==> config.mk <==
export PLATFORM = sky130hd
export DESIGN_NAME = pipe_writer_arbiter
export DESIGN_NICKNAME = d
export VERILOG_FILES = /design/src/rtl/pipe_writer_arbiter.sv
export SDC_FILE = /design/constraint.sdc
export NUM_CORES = 1
export LEC_CHECK = 0
export ABC_AREA = 1
export BUFFER_PORTS_ARGS = -buffer_cell sky130_fd_sc_hd__buf_2
export CAP_MARGIN = 25
export CORE_UTILIZATION = 50
export CTS_BUF_LIST = sky130_fd_sc_hd__clkbuf_16
export DETAILED_ROUTE_END_ITERATION = 8
export PLACE_DENSITY_LB_ADDON = 0.3
export SLEW_MARGIN = 20
export SYNTH_ARGS = -nofsm -noshare
export SYNTH_HDL_FRONTEND = slang
export SYNTH_SLANG_ARGS = --single-unit
==> constraint.sdc <==
create_clock -name CLK -period 2.2 [get_ports CLK]
set_input_delay 0.22 -clock CLK [delete_from_list [all_inputs] [get_ports CLK]]
set_output_delay 0.22 -clock CLK [all_outputs]
set_load 0.01 [all_outputs]
==> src/rtl/pipe_writer_arbiter.sv <==
// rtl/pipe_writer_arbiter.sv - round-robin packet arbiter framing requester streams onto the host pipe writer
module pipe_writer_arbiter #(
    parameter int NREQ    = 4,
    parameter int MAX_LEN = 256
) (
    input  logic              CLK,
    input  logic              RST,
    input  logic [8*NREQ-1:0] REQ_DATA,
    input  logic [NREQ-1:0]   REQ_LAST,
    input  logic [NREQ-1:0]   REQ_VALID,
    output logic [NREQ-1:0]   REQ_READY,
    output logic [7:0]        PUT,
    output logic              EN_PUT,
    input  logic              RDY_PUT,
    output logic              BUSY
);
    localparam int GW = (NREQ > 1) ? $clog2(NREQ) : 1;
    localparam logic [7:0] END_BYTE = 8'hC0;
    localparam logic [7:0] ESC_BYTE = 8'hDB;

    typedef enum logic [1:0] {S_IDLE, S_DATA, S_ESC, S_END} state_t;

    state_t        state, state_d;
    logic          ov, ov_d;
    logic [7:0]    ob, ob_d;
    logic [7:0]    esc_q, esc_d;
    logic          ending_q, ending_d;
    logic [GW-1:0] g, g_d;
    logic [GW-1:0] last_grant, last_grant_d;
    logic [15:0]   cnt, cnt_d;

    logic          can_load;
    logic          frame_end;
    logic [7:0]    cur_byte;
    logic [15:0]   cnt_inc;
    logic [GW-1:0] pick;
    logic [GW-1:0] idx;
    logic          pick_found;

    assign can_load  = !ov || RDY_PUT;
    assign cur_byte  = REQ_DATA[{g, 3'b000} +: 8];
    assign cnt_inc   = cnt + 16'd1;
    assign frame_end = REQ_LAST[g] || (cnt_inc == 16'(MAX_LEN));

    // First valid requester after the previous grant, wrapping around.
    always_comb begin
        pick       = last_grant;
        pick_found = 1'b0;
        idx        = '0;
        for (int k = 1; k <= NREQ; k++) begin
            idx = GW'((int'(last_grant) + k) % NREQ);
            if (!pick_found && REQ_VALID[idx]) begin
                pick       = idx;
                pick_found = 1'b1;
            end
        end
    end

    always_ff @(posedge CLK) begin
        if (RST) begin
            state <= S_IDLE;
        end else begin
            state <= state_d;
        end
    end

    always_ff @(posedge CLK) begin
        if (RST) begin
            ov         <= 1'b0;
            ob         <= 8'h00;
            esc_q      <= 8'h00;
            ending_q   <= 1'b0;
            g          <= '0;
            last_grant <= GW'(NREQ - 1);
            cnt        <= 16'd0;
        end else begin
            ov         <= ov_d;
            ob         <= ob_d;
            esc_q      <= esc_d;
            ending_q   <= ending_d;
            g          <= g_d;
            last_grant <= last_grant_d;
            cnt        <= cnt_d;
        end
    end

    // Everything advances only when the output register can take a new byte.
    always_comb begin
        state_d      = state;
        ov_d         = ov;
        ob_d         = ob;
        esc_d        = esc_q;
        ending_d     = ending_q;
        g_d          = g;
        last_grant_d = last_grant;
        cnt_d        = cnt;
        if (can_load) begin
            ov_d = 1'b0;
            case (state)
                S_IDLE: begin
                    if (pick_found) begin
                        ov_d         = 1'b1;
                        ob_d         = 8'(pick);
                        g_d          = pick;
                        last_grant_d = pick;
                        cnt_d        = 16'd0;
                        state_d      = S_DATA;
                    end
                end
                S_DATA: begin
                    if (REQ_VALID[g]) begin
                        ov_d     = 1'b1;
                        cnt_d    = cnt_inc;
                        ending_d = frame_end;
                        if (cur_byte == END_BYTE || cur_byte == ESC_BYTE) begin
                            ob_d    = ESC_BYTE;
                            esc_d   = (cur_byte == END_BYTE) ? 8'hDC : 8'hDD;
                            state_d = S_ESC;
                        end else begin
                            ob_d    = cur_byte;
                            state_d = frame_end ? S_END : S_DATA;
                        end
                    end
                end
                S_ESC: begin
                    ov_d    = 1'b1;
                    ob_d    = esc_q;
                    state_d = ending_q ? S_END : S_DATA;
                end
                S_END: begin
                    ov_d    = 1'b1;
                    ob_d    = END_BYTE;
                    state_d = S_IDLE;
                end
                default: state_d = S_IDLE;
            endcase
        end
    end

    always_comb begin
        REQ_READY = '0;
        if (state == S_DATA) begin
            REQ_READY[g] = can_load;
        end
        PUT    = ob;
        EN_PUT = ov && RDY_PUT;
        BUSY   = (state != S_IDLE) || ov;
    end
endmodule

-- Word level (Yosys, flattened, before mapping)
Cells that the tools add are included.
- bits in registers: 40
- input port bits: 43
- output and inout bits: 14
- word-level logic and storage cells: 91
- add/sub/neg operators: 5
- $lt $le $gt $ge: 6
- eq/ne operators: 8
- shift-type cells: 1
- mux-type cells: 40
- bitwise logic cells: 1
- reduce and logical (&&, ||, !) cells: 22
- operators with widths (cell ; count):
    $mux 16 ; 2
    $pmux 16 s2 ; 1
    $pmux 8 s4 ; 1
    $shiftx 32x6->8 ; 1
    $mux 8 ; 3
    $mux 2 ; 9
    $add 16x1->16 const B ; 1
    $eq 16x9->1 const B ; 1
    $eq 8x8->1 const B ; 2
    $lt 2x3->1 const B ; 5
    $mux 1 ; 14
    $bmux 1 s2 ; 6
    $reduce_and 3->1 ; 3
    $pmux 2 s4 ; 1
    $reduce_and 4->1 ; 2
    $logic_and 1x1->1 ; 5
    $add 2x1->2 const B ; 2
    $add 2x2->2 const B ; 2
    $and 4x4->4 ; 1
    $eq 2x2->1 const B ; 2
    $logic_not 1->1 ; 4
    $logic_or 1x1->1 ; 4
    $mux 4 ; 1
    $ne 2x2->1 const B ; 2
    other kinds (7) ; 8

-- Longest topological paths before layout
Gate-level depths: netlist of run 1.
- depth in word-level cells: 15
- gate-level depth with buffers: 15
- gate-level depth less buffers: 14

-- Worst setup path after synthesis of run 1
No wires, ideal clock.
- kind: reg2reg
- from: reg last_grant[1]
- to: reg cnt[0]
- setup time: 0.113 ns
- arrival time: 1.572 ns
- data required time: 2.087 ns
- slack: 0.515 ns
- stages on the path, launching flop included: 13
- path buffers: 2
- period minus slack after synthesis: 1.685 ns
- cells stage by stage: dfxtp_1 -> buf_4 -> xor2_1 -> nand2_1 -> nand2_2 -> nor2_4 -> nand4_2 -> nand2_4 -> inv_6 -> nand2_8 -> buf_6 -> o21ai_1 -> inv_1
- longest elaborated chain between the ends: 15
- elaborated cells on any way between the ends: 24
- those cells by class: add/sub (4); eq/ne (1); mux (12); reduce/logical (7)
- RTL lines (item ; line ; text):
    start: declaration ; 29 ; logic [GW-1:0] last_grant, last_grant_d;
    start signal: assignment ; 74 ; last_grant <= GW'(NREQ - 1);
    start signal: assignment ; 82 ; last_grant <= last_grant_d;
    $add 2x1->2 ; 51 ; idx = GW'((int'(last_grant) + k) % NREQ);
    $bmux 1 s2 ; 52 ; if (!pick_found && REQ_VALID[idx]) begin
    $mux 1 (implied by the code) ; 52 ;
    $mux 1 ; 52 ;
    $logic_not 1->1 ; 52 ;
    $logic_and 1x1->1 ; 52 ;
    $mux 1 ; 52 ;
    $logic_not 1->1 ; 52 ;
    $logic_and 1x1->1 ; 52 ;
    $mux 1 ; 52 ;
    $logic_not 1->1 ; 52 ;
    $logic_and 1x1->1 ; 52 ;
    $mux 1 (*) ; 52 ;
    $ne 2x2->1 (no source line) (*) ; - ;
    $reduce_and 4->1 (no source line) (*) ; - ;
    end signal: assignment ; 83 ; cnt <= cnt_d;
    end: declaration ; 30 ; logic [15:0] cnt, cnt_d;
Mark *: on every way between the ends. The rest lies on a longest branch, timed or not. The select of a mux whose other input is x is not followed.
A chain may end at the register's enable or synchronous reset.

-- Worst setup path in the final report of run 1
- from: reg cnt[1]
- to: reg state[1]
- longest elaborated chain between the ends: 7
- RTL lines (item ; line ; text):
    $add 16x1->16 ; 42 ; assign cnt_inc = cnt + 16'd1;
    $eq 16x9->1 ; 43 ; assign frame_end = REQ_LAST[g] || (cnt_inc == 16'(MAX_LEN));
    $logic_or 1x1->1 ; 43 ;
    $mux 2 ; 121 ; state_d = frame_end ? S_END : S_DATA;
    $mux 2 ; 115 ; if (cur_byte == END_BYTE || cur_byte == ESC_BYTE) begin
    $mux 2 ; 111 ; if (REQ_VALID[g]) begin
    $pmux 2 s4 ; 99 ; case (state)
    end signal: assignment ; 63 ; state <= state_d;
    end: declaration ; 23 ; state_t state, state_d;
No other way between the ends. The select of a mux whose other input is x is not followed.

==> results.yml, run 1 <==
run_status:
  status: "completed"
worst_setup_path:
  crit_required_ns: 2.41
  worstReg2RegStart: "cnt[1]"
  setup_slack_of_the_worst_register_to_register_path_ns: 0.19
  crit_path_end_kind: "register"
  cp-start-kind: "register"
  worst_ep_arrival_time_ns: 2.23
  timing_worst_setup_path_type: "reg2reg"
  crit_path_max_fanout: 6
  worst-r2r-cell-count: 13
  rr_endpoint: "state[1]"
cts:
  post_cts_resize_count: 0
  cts.hold.buffers_added: 0
  cts_root_buffer: "clkbuf_16"
  cts_inserted_buffers: 5
  cts.clk_slew.worst_paths_ns: 0.05
  worstSkewPairLatency_ns: 0.28
  cts_setup_buffers: 0
  numClockSinks: 34
  cts_tree: "built"
  htreeDepth: 2
  cts_buffer_depth: 2
floorplanning:
  dieHeight_um: 74.2
  floorplan.initialDensity_pct: 53.4
  coreArea_um2: 4880
  top_ports: 57
  die_area_um2: 5500
  placement_rows: 25
  die_width_um: 74.2
synth:
  synth-edff-count: 0
  share_of_synthesized_area_spent_on_multiplexers_pct: 0
  ys_warn_count: 0
  postSynthNetCount: 519
  synth_top_area_share_pct: 30.3
  main_combinational_cell_family_by_area_after_synthesis: "simple AND/OR/NAND/NOR gates"
  yosys.area.top_type: "nand2_1"
  yosys.area_share.xor_xnor_pct: 2.02
  simple_gate_portion_of_the_synthesized_area_pct: 49.8
  postSynthRegisterBits: 34
  fraction_of_synthesis_flops_using_an_asynchronous_set_or_reset_pin_pct: 0
  average_cell_area_after_synthesis_um2: 5.50
  seq_area_frac_synth_pct: 26.1
  synth.cell_area_um2: 2600
  synth_top_cells_by_count: "nand2_1 (210), nor2_1 (58), inv_1 (46)"
  synth_top_cells_by_area: "nand2_1 (30%), dfxtp_1 (26%), nor2_1 (8.4%), inv_1 (6.6%), nand3_1 (6.5%)"
  yosys_most_used_dff: "dfxtp_1"
  area_fraction_in_compound_gates_after_synthesis_pct: 10.3
  synth.distinct_cells: 30
  yosysMostFrequentCell: "nand2_1"
  synthAdderAreaFrac_pct: 0.961
  postSynthCellCount: 474
min_path:
  min_path_cells: 5
  hold_class: "in2reg"
  worstHoldStart: "REQ_LAST[1]"
  min_to: "ending_q"
global_routing:
  grt_antenna_before_repair: 0
  overflow: 0
  grt_max_degree: 21
  via_count_of_the_first_global_routing_pass: 2628
  grt.total_usage_pct: 26.6
  wire_length_of_the_first_global_routing_pass_mm: 11.4
detailed_routing:
  dr_total_vias: 3003
  drt_iter0_drc: 158
  avgRoutedWirePerCell_um: 11.2
  drc: 0
  vias_per_cell: 4.99
  antenna_violating_nets_post_route: 0
  drtPass1Iterations: 5
  drt_wl_total_mm: 6.76
sta:
  slew-limit-headroom_pct: 71.4
  min_period_over_period_pct: 91.5
  finalCriticalPeriod_ns: 2.01
  finalHoldWorstSlack_ns: 0.321
  final_report_max_slew_violation_count: 0
  worst_margin_pin_slew_ns: 0.428
  setup_violations: 0
  final.setup.tns_ns: 0
  number_of_hold_violations_in_the_final_report: 0
  fmax_mhz: 497
  grt_setup_unrepaired: "no"
  clock_skew_ns: 0.00425
placement:
  gp_congestion: 0.922
  numPortBuffers: 56
  hpwl_mm: 5.04
finish:
  final.fill_count: 482
  post_synthesis_to_final_layout_area_growth_pct: 20.3
  drive_gt1_share_pct: 16.1
  insertedDiodeCount: 0
  final_net_count: 579
power:
  static-leakage-power_nw: 1.64
  p_per_area_nw_per_um2: 1190
  ir_drop_v: 0.000535
flow_run:
  max_capacitance_violation_count: 0
[cells by family after synthesis]
logic type | after synthesis
DFF | 34
and+or+nand+nor | 317
AOI/OAI and AO/OA | 51
adders and majority gates | 2
xor gates and xnor gates | 6
buffers and inverters | 64
[layer usage]
metal  global-route usage (%)  vias up  part of all wire [%]
met5                        0        -                     0
met4                     8.55        0                  0.99
met3                     6.64        8                   5.3
met2                     41.5       88                    45
met1                     35.8     1304                    49
li1                         -     1603                     -
[report_power, final]
group	total [W]	switching, W	internal (W)
registers	0.000963	0.000173	0.000790
logic	0.00196	0.00130	0.000663
clock network	0.000789	0.000263	0.000526
total	0.00371	0.00174	0.00198
[worst max-delay path, cell delays in order (launching register included)]
cell and delay, ns:
dfxtp_1 0.40, ha_1 0.25, nand2_1 0.07, nor2_1 0.34
nand2_1 0.10, nand2_1 0.09, nand2_1 0.05, nor2_1 0.08
nand2_1 0.05, nor2_1 0.11, nand3_1 0.12, nand2_1 0.09
nand2_1 0.06, a21oi_1 0.12
[layout make-up]
type                            instances  area [um^2]  area share, %
Tap cell                               67         83.8           2.68
Clock buffer                            5          125           3.99
Inverter                               50          193           6.15
Sequential cell                        34          682           21.8
Timing Repair Buffer                   67          363           11.6
Clock inverter                          3         37.5           1.20
Multi-Input combinational cell        376         1650           52.6
[metrics by stage]
stage	util, %	power, W	instance area (um^2)	setup slack [ns]	std cells
floorplan	-	0.00244	2610	0.515	474
global placement	60.7	0.00284	2960	0.203	594
CTS	64.1	0.00369	3130	0.0651	602
detailed placement	60.7	0.00288	2960	0.0835	594
global route	64.2	0.00404	3130	0.0261	602
finish	64.2	0.00371	3130	0.187	602
[state kept, by name, summed over array words and instances, names as in the netlist]
signal,cells
PUT,8
cnt,16
ending_q,1
esc_q,2
g,2
last_grant,2
ov,1
state,2
[placed cells by master, fill, tap and decap left out, types with 6 or more instances in the layout]
master,instances
a21oi_1,20
inv_1,48
o21ai_0,17
nand3_1,34
o21ai_1,9
nor2_1,58
nand4_1,6
buf_2,56
dfxtp_1,33
nand2_1,210
buf_4,11
[worst max-delay path by stage]
stage / startpoint / end / slack, ns / depth (start not counted)
final: cnt[1] / state[1] / 0.19 / 13
after detailed placement: last_grant[0] / cnt[9] / 0.08 / 10
after global routing: cnt[1] / state[1] / 0.03 / 11
after global placement: last_grant[0] / cnt[9] / 0.20 / 10
after CTS: last_grant[0] / cnt[10] / 0.07 / 10
after floorplan: last_grant[1] / cnt[0] / 0.51 / 12
(Power assumes the default switching activity.)
==> run 2, diff against run 1 <==
==> constraint.sdc (replaced) <==
create_clock -name CLK -period 2.2 [get_ports CLK]
set_input_delay 0.44 -clock CLK [delete_from_list [all_inputs] [get_ports CLK]]
set_output_delay 0.44 -clock CLK [all_outputs]
set_load 0.01 [all_outputs]
==> results.yml, run 2 (synthesis gave the netlist of run 1 again) <==
run_status:
  status: "completed"
global_routing:
  overflow: 0
  wire_length_of_the_first_global_routing_pass_mm: 11.3
  grt_max_degree: 22
  grt_antenna_before_repair: 0
  grt.total_usage_pct: 26.2
  via_count_of_the_first_global_routing_pass: 2651
  globalRouteMet2Util_pct: 44.2
  grt.met3_usage_pct: 3.79
  grt.met1_usage_pct: 35.3
  grt_most_used_layer: "met2"
cts:
  cts_inserted_buffers: 5
  cts_root_buffer: "clkbuf_16"
  cts.clk_slew.worst_paths_ns: 0.06
  numClockSinks: 34
  htreeDepth: 2
  cts_tree: "built"
  cts_buffer_depth: 2
  worstSkewPairLatency_ns: 0.28
  cts_setup_buffers: 0
min_path:
  hold_class: "reg2reg"
sta:
  number_of_hold_violations_in_the_final_report: 0
  final_report_max_slew_violation_count: 0
  fmax_mhz: 500
  slew-limit-headroom_pct: 72.2
  setup_violations: 0
  clock_skew_ns: 0.00600
  final.setup.tns_ns: 0
  worst_margin_pin_slew_ns: 0.415
  min_period_over_period_pct: 90.8
  finalCriticalPeriod_ns: 2.00
  finalWorstSetupSlack_ns: 0.202
  grt_setup_unrepaired: "no"
detailed_routing:
  avgRoutedWirePerCell_um: 11.0
  antenna_violating_nets_post_route: 0
  vias_per_cell: 5.03
  drt_wl_total_mm: 6.61
  dr_total_vias: 3026
  drc: 0
  drtPass1Iterations: 5
  drt_iter0_drc: 171
floorplanning:
  floorplan.initialDensity_pct: 53.4
  top_ports: 57
  coreArea_um2: 4880
  die_area_um2: 5500
  die_width_um: 74.2
  placement_rows: 25
  dieHeight_um: 74.2
worst_setup_path:
  timing_worst_setup_path_type: "reg2out"
  worstReg2RegStart: "g[1]"
  worst_ep_arrival_time_ns: 1.56
  crit_required_ns: 1.76
  critical_path.endpoint: "REQ_READY[0]"
  crit_path_max_fanout: 8
  crit_path_end_kind: "output pin"
  cp-start-kind: "register"
  setup_slack_of_the_worst_register_to_register_path_ns: 0.27
  worst-r2r-cell-count: 13
  worst_setup_path_startpoint: "state[0]"
  rr_endpoint: "PUT[0]"
power:
  p_per_area_nw_per_um2: 1210
  p_sw_share_pct: 45.2
  share_seq_of_total_power_pct: 25.8
  static-leakage-power_nw: 1.64
  internal_power_w: 0.00210
  ir_drop_v: 0.000616
  share_clk_of_total_power_pct: 23.9
  power_switching_w: 0.00173
  power_frac_comb_pct: 50.3
finish:
  layout.cells.most_common: "nand2_1"
  post_synthesis_to_final_layout_area_growth_pct: 21.3
  insertedDiodeCount: 0
  final.fill_count: 485
  final_net_count: 578
  registers.top_by_ff_count: "cnt"
  largest_reg_flops: 16
  drive_gt1_share_pct: 16.7
  layout.cells.most_common_list: "nand2_1 (210), nor2_1 (58), buf_2 (56), inv_1 (46), nand3_1 (34)"
  finalNonFillerCells: 601
  finalCoreUtilization_pct: 64.7
placement:
  placed_cells_incl_taps: 593
  dpl_worst_slack_ns: 0.0593
  gp_congestion: 0.918
  numPortBuffers: 56
  hpwl_mm: 5.07
flow_run:
  max_capacitance_violation_count: 0
-- run 2: metrics by stage --
step | hold slack [ns] | total power (W) | area (um^2)
floorplan | 0.434 | 0.00244 | 2610
global placement | 0.455 | 0.00283 | 2960
detailed placement | 0.458 | 0.00288 | 2960
CTS | 0.467 | 0.00381 | 3150
global route | 0.493 | 0.00418 | 3160
finish | 0.467 | 0.00384 | 3160
-- run 2: final cells by class --
type,instances,area (um^2),area share [%]
well taps,67,83.8,2.65
multi-input cells,376,1650,52.2
repair buffers,66,355,11.2
flip-flops and latches,34,684,21.7
clock buffers,5,125,3.96
inverters,50,193,6.10
clock inverters,3,68.8,2.18
-- run 2: worst min-delay path by stage --
stage / start / cells past startpoint / slack, ns / to
final: PUT[6] / 2 / 0.47 / PUT[6]
after global routing: PUT[2] / 2 / 0.49 / PUT[2]
after CTS: esc_q[0] / 2 / 0.47 / esc_q[0]
after detailed placement: esc_q[0] / 2 / 0.46 / esc_q[0]
after global placement: esc_q[0] / 2 / 0.45 / esc_q[0]
after floorplan: esc_q[0] / 2 / 0.43 / esc_q[0]
-- run 2: power by group through the flow --
stage          Sequential, W  Combinational, W  Clock (W)
5_1_grt              0.00102           0.00220   0.000960
2_1_floorplan       0.000929           0.00151          0
3_3_place_gp        0.000988           0.00185          0
4_1_cts             0.000982           0.00190   0.000929
3_5_place_dp        0.000993           0.00189          0
6_report            0.000991           0.00193   0.000916
-- run 2: metal layers --
layer | up-vias | share of wire, %
met5 | - | 0
met4 | 0 | 0.51
met3 | 4 | 5.5
met2 | 86 | 46
met1 | 1339 | 48
li1 | 1597 | -
-- run 2: timing repair --
action                     in CTS  in global routing
gates resized for setup         0                  4
hold buffers                    0                  0
setup endpoints to repair       0                 12
-- run 2: worst max-delay path, stage by stage (launching register included) --
cell     delay [ns]
dfxtp_2        0.39
inv_1          0.11
nor2_2         0.21
inv_1          0.09
nor2_1         0.09
inv_1          0.11
nor3_1         0.13
buf_2          0.15
